$ cat src/rtl/serial_word_feeder.sv
// serial_word_feeder
//   Upstream stage of the serial "1100" sequence detector. Takes parallel
//   words over a valid/ready handshake and shifts them out one bit per clock
//   on x, with x_valid framing each real data bit. A one-deep holding
//   register lets the next word be captured while the current one shifts,
//   so back-to-back words stream with no idle cycle between them.
//
// Parameters
//   WIDTH      word width in bits (>= 2)
//   MSB_FIRST  1: din[WIDTH-1] leaves first; 0: din[0] leaves first
//
// Ports
//   clk        system clock, rising edge
//   reset      synchronous, active-high reset
//   din        parallel word to serialise
//   din_valid  din is offered this cycle
//   din_ready  block accepts din this cycle (combinational)
//   x          serial data bit (from flops)
//   x_valid    x carries a real data bit (from flops)
//   last       x is the final bit of the current word (from flops)
//   busy       a word sits in the shifter or the holding register
module serial_word_feeder #(
  parameter int WIDTH     = 8,
  parameter bit MSB_FIRST = 1'b1
) (
  input  logic             clk,
  input  logic             reset,
  input  logic [WIDTH-1:0] din,
  input  logic             din_valid,
  output logic             din_ready,
  output logic             x,
  output logic             x_valid,
  output logic             last,
  output logic             busy
);

  localparam int CW = $clog2(WIDTH);
  localparam logic [CW-1:0] CNT_LAST = CW'(WIDTH - 1);

  typedef enum logic {IDLE, SHIFT} state_t;

  state_t           state;
  logic [CW-1:0]    cnt;
  logic [WIDTH-1:0] sh;
  logic [WIDTH-1:0] hold;
  logic             hold_full;

  logic accept;
  logic at_last;
  logic load;

  assign din_ready = !reset && !hold_full;
  assign accept    = din_valid && din_ready;
  assign at_last   = (state == SHIFT) && (cnt == CNT_LAST);
  // The shifter takes the held word whenever it is idle or finishing a word,
  // which is what closes the gap between consecutive words.
  assign load      = hold_full && ((state == IDLE) || at_last);

  always_ff @(posedge clk) begin
    if (reset) begin
      state     <= IDLE;
      hold_full <= 1'b0;
      cnt       <= '0;
      sh        <= '0;
      hold      <= '0;
    end else begin
      if (accept) hold <= din;

      // An accept wins over a drain on the same edge: the register then
      // holds the newly captured word.
      if (accept)    hold_full <= 1'b1;
      else if (load) hold_full <= 1'b0;

      case (state)
        IDLE: begin
          if (load) begin
            sh    <= hold;
            cnt   <= '0;
            state <= SHIFT;
          end
        end
        SHIFT: begin
          if (!at_last) begin
            sh  <= MSB_FIRST ? {sh[WIDTH-2:0], 1'b0} : {1'b0, sh[WIDTH-1:1]};
            cnt <= cnt + 1'b1;
          end else if (load) begin
            sh  <= hold;
            cnt <= '0;
          end else begin
            state <= IDLE;
          end
        end
        default: state <= IDLE;
      endcase
    end
  end

  // All outputs are decoded purely from flops, so they change only on clk.
  assign x_valid = (state == SHIFT);
  assign x       = x_valid && (MSB_FIRST ? sh[WIDTH-1] : sh[0]);
  assign last    = at_last;
  assign busy    = x_valid || hold_full;

endmodule

$ cat config.mk
export PLATFORM = sky130hd
export DESIGN_NAME = serial_word_feeder
export DESIGN_NICKNAME = d
export VERILOG_FILES = /design/src/rtl/serial_word_feeder.sv
export SDC_FILE = /design/constraint.sdc
export NUM_CORES = 1
export LEC_CHECK = 0
export CAP_MARGIN = 20
export CORE_ASPECT_RATIO = 1.25
export CORE_UTILIZATION = 44
export CTS_BUF_LIST = sky130_fd_sc_hd__clkbuf_4 sky130_fd_sc_hd__clkbuf_8
export DETAILED_ROUTE_END_ITERATION = 8
export GPL_TIMING_DRIVEN = 1
export PLACE_DENSITY = 0.69
export SLEW_MARGIN = 20
export SYNTH_ARGS = -nofsm -noshare
export SYNTH_HDL_FRONTEND = slang
export SYNTH_SLANG_ARGS = --single-unit
$ cat constraint.sdc
create_clock -name clk -period 2.1 [get_ports clk]
set_input_delay 0.315 -clock clk [delete_from_list [all_inputs] [get_ports clk]]
set_output_delay 0.315 -clock clk [all_outputs]
set_load 0.01 [all_outputs]
; ---- Yosys cells after proc, flatten, opt, wreduce, memory -nomap -nowiden
; Cells that the tools add are included.
[word_totals]
output_inout_bits = 5
romBits = 0
input_bits = 11
memories = 0
latchBits = 0
mem_bits_rw = 0
wordCells = 29
regBits = 21
[classes]
add_sub_neg = 1
bitwise = 1
reduce_logical = 10
div_mod_pow = 0
magnitude_cmp = 0
n_eq_ne = 1
mux = 11
mul = 0
shifts = 0
[op_table]
columns = op, count
row1 = $mux W8, 2
row2 = $pmux W8 S2, 1
row3 = $mux W3, 2
row4 = $pmux W3 S2, 1
row5 = $logic_and A1 B1 Y1, 5
row6 = $mux W1, 4
row7 = $add A3 B1 Y3 const B, 1
row8 = $eq A3 B3 Y1 const B, 1
row9 = $logic_not A1 Y1, 2
row10 = $logic_or A1 B1 Y1, 2
row11 = $pmux W1 S2, 1
row12 = $reduce_bool A2 Y1, 1
row13 = $not A1 Y1, 1

; ---- Longest topological paths before layout
[depth]
word_depth = 7
depth_mapped = 7
depth_no_buf = 5

; ---- Worst setup path after synthesis
; Ideal clock, no wire load.
[synth_timing]
path_kind = reg-to-reg
from = reg cnt[0]
to = reg cnt[1]
setup_time_ns = 0.132
arrival_ns = 1.202
path_buffers = 2
t_required_ns = 1.968
stages_incl_launch_ff = 8
period_less_slack_ns = 1.334
setup_slack_ns = 0.766
path_cell_list = dfxtp_1 ha_1 ha_1 nand2b_1 buf_4 buf_6 nand3b_1 a21oi_1
[synth_between]
elab_chain_len = 7
elab_cells_between_ends = 8
cone_classes = add/sub: 1 / eq/ne: 1 / mux: 3 / reduce/logical: 3
[synth_rtl]
columns = item, line
row1 = "start, declared", 43  ; logic [CW-1:0] cnt;
row2 = "start signal, assigned", 85  ; cnt <= cnt + 1'b1;
row3 = $eq A3 B3 Y1, 54  ; assign at_last = (state == SHIFT) && (cnt == CNT_LAST);
row4 = $logic_and A1 B1 Y1, 54
row5 = $logic_or A1 B1 Y1, 57  ; assign load = hold_full && ((state == IDLE) || at_last);
row6 = $logic_and A1 B1 Y1, 57
row7 = $mux W3, n/a
row8 = $mux W3, 83  ; if (!at_last) begin
row9 = $pmux W3 S2 *, 74  ; case (state)
; Every way passes the cells marked *; elsewhere a longest branch is shown, timed or not.
; A chain may end at the register's enable or synchronous reset.

; ---- Worst setup path in the final report
[layout_timing]
from = reg cnt[0]
to = out last
[layout_between]
elab_chain_len = 2
[layout_rtl]
columns = item, line
row1 = $eq A3 B3 Y1, 54
row2 = $logic_and A1 B1 Y1, 54
row3 = "end, declared", 33  ; output logic last,
; Every way passes these cells.

==> flow_summary.ini <==
[cts]
post_cts_buffers = 0
clock_tree.root_cell = clkbuf_4
cts_num_sinks = 21
h-tree-depth = 1
cts_hold_buf = 0
insertion_delay_ns = 0.29
post_cts_resized = 0
clkTransAtPathRegs_ns = 0.11
cts_tree = done
cts_buffers = 3
ctsLongestPathBuffers = 2

[setup_path]
cpPeakStageDelay_ns = 0.46
r2r_start = cnt[0]
path_class = reg2out
worstPathRequired_ns = 1.78
crit_fanout = 3
crit_arrival_ns = 1.65
crit_start = cnt[0]
timing.critical_path.mode_cell = ha_1
worst_r2r_path_depth = 5
start_kind = register
crit_end = last
cp_cell_sequence = ha_1 -> ha_1 -> and2_1 -> clkdlybuf4s50_1
r2r_slack_ns = 0.47
timing.rr.end = sh[4]
crit_path_end_kind = output port
slowest_stage = clkdlybuf4s50_1

[global_route]
antenna_found_initial = 0
grt_max_degree = 22
grt_pass1_wl_mm = 2.55
grtUsageTotal_pct = 15.0
grt-ovfl-total = 0
grt_pass1_vias = 596

[timing]
tns_ns = 0
relSlewSlack_pct = 58.3
final_max_slew_viol_count = 0
setup_viol = 0
finalWorstSetupSlack_ns = 0.139
worst_slew_pin_slew_ns = 0.625
max_freq_mhz = 510
period_needed_ns = 1.96
hold_viol_final = 0
clock-skew-final_ns = 0.00428
finalCritPeriodShare_pct = 93.4
rsz0062_at_grt = no

[finish]
stdcell_count = 133
layout.nets = 128
syn2layout_area_growth_pct = 18.6
drive_gt1_share_pct = 7.89
fin_util_pct = 57.9
n_antenna_cell = 0
fillerInstances = 179

[floorplanning]
num_rows = 17
io_pins = 16
design.die.area_mm2 = 0.00222
fp.dieW_um = 42.3
core_mm2 = 0.00183
start_util_pct = 48.8
die_h_um = 52.4

[synth]
yosysWarningCount = 0
yosysSeqAreaShare_pct = 47.1
avgSynthCellArea_um2 = 9.02
ys_seq_elements = 21
synthesis.area_um2 = 893
synth_nets = 112
yosysUniqueCellTypes = 19
syn_inst = 99

[hold_path]
worstHoldPathType = reg2reg
whs_path_depth = 2

[placement]
gp_congestion = 0.691
dp.cells = 129
dp_hpwl_mm = 1.08
dp_slack_ns = 0.326
port_buffers = 15

[outcome]
status = completed

[route]
post_drt_wl_per_cell_um = 11.6
wirelength_mm = 1.55
firstDrtPassIters = 3
drcViolationCount = 0
avgViaCountPerCell = 5.11
ant_nets = 0
dr_total_vias = 680
drt-initial-drc-count = 8

[power]
p_per_area_mw_per_mm2 = 708
leakagePower_nw = 0.417
peakVddDrop_v = 0.000394

[run]
drv_cap = 0
## flip-flops by register name (all words and copies together) (netlist names)
register	cells
x_valid	1
hold	8
cnt	3
hold_full	1
sh	8
## layout make-up
cell class | instances | area, um^2 | area share (%)
clock buffers | 4 | 30.0 | 2.83
flip-flops and latches | 21 | 420 | 39.7
well taps | 19 | 23.8 | 2.24
repair buffers | 19 | 180 | 17.0
multi-input cells | 70 | 405 | 38.3
## how the worst min path moves through the flow
stage | from | end | slack (ns)
after floorplan | reset | sh[1] | 0.39
after global placement | hold[7] | hold[7] | 0.44
after detailed placement | hold[2] | hold[2] | 0.45
after CTS | hold[2] | hold[2] | 0.47
after global routing | hold[2] | hold[2] | 0.48
final | hold[4] | hold[4] | 0.46
## cells by family (layout without fill, tap and decap cells)
| logic type | Yosys count | count (layout) | synth area share (%) |
|---|---|---|---|
| AOI/OAI and AO/OA | 19 | 19 | 12.6 |
| adders and majority gates | 2 | 2 | 2.80 |
| buffers and inverters | 8 | 23 | 7.56 |
| DFF | 21 | 21 | 47.1 |
| muxes | 8 | 8 | 8.96 |
| and+or+nand+nor | 41 | 41 | 21.0 |
## synth_stat cells, drive strengths merged
cell type,instances,area (um^2)
dfxtp,21,420
nand2,18,67.6
a21oi,12,60.1
nor2,11,41.3
mux2i,8,80.1
a211oi,7,52.6
buf,6,60.1
nand2b,3,18.8
nand3b,3,22.5
and2,2,12.5
clkbuf,2,7.51
ha,2,25.0
and2b,1,7.51
nor2b,1,6.26
nor3,1,5.00
or2,1,6.26
## routing by layer
layer | share of wire (%) | GRT usage, % | wire length (um) | vias up
li1 | - | - | - | 360
met1 | 47 | 17.9 | 733 | 307
met2 | 49 | 26.2 | 757 | 11
met3 | 2.7 | 2.07 | 42 | 2
met4 | 0.78 | 7.81 | 12 | 0
met5 | 0 | 0 | 0 | -
## power breakdown
group          total, mW  internal [mW]  switching, mW
sequential         0.438          0.424         0.0136
combinational      0.118         0.0614         0.0562
clock              0.195         0.0867          0.108
total              0.750          0.572          0.178
## critical path: cells and delay by family (launching register included)
family	cells	cell delay [ns]
simple gates	1	0.15
flops	1	0.34
buf+inv	1	0.46
fa+ha+maj	2	0.40
## cell usage in the layout (no fill, tap or decap)
cell,instances
a211oi_1,7
a21oi_1,12
and2_1,2
and2b_1,1
buf_4,4
clkbuf_4,4
clkdlybuf4s50_1,15
dfxtp_1,21
ha_1,2
mux2i_1,8
nand2_1,18
nand2b_1,3
nand3b_1,3
nor2_1,11
nor2b_1,1
nor3_1,1
or2_2,1
## stage by stage
step | cell area, um^2 | hold WS [ns] | power (mW)
final | 1060 | 0.459 | 0.750
after global routing | 1060 | 0.478 | 0.795
after CTS | 1060 | 0.465 | 0.761
after detailed placement | 1030 | 0.450 | 0.565
after global placement | 1030 | 0.443 | 0.560
after floorplan | 893 | 0.388 | 0.527
No activity file was read; power rests on OpenSTA's default activity.
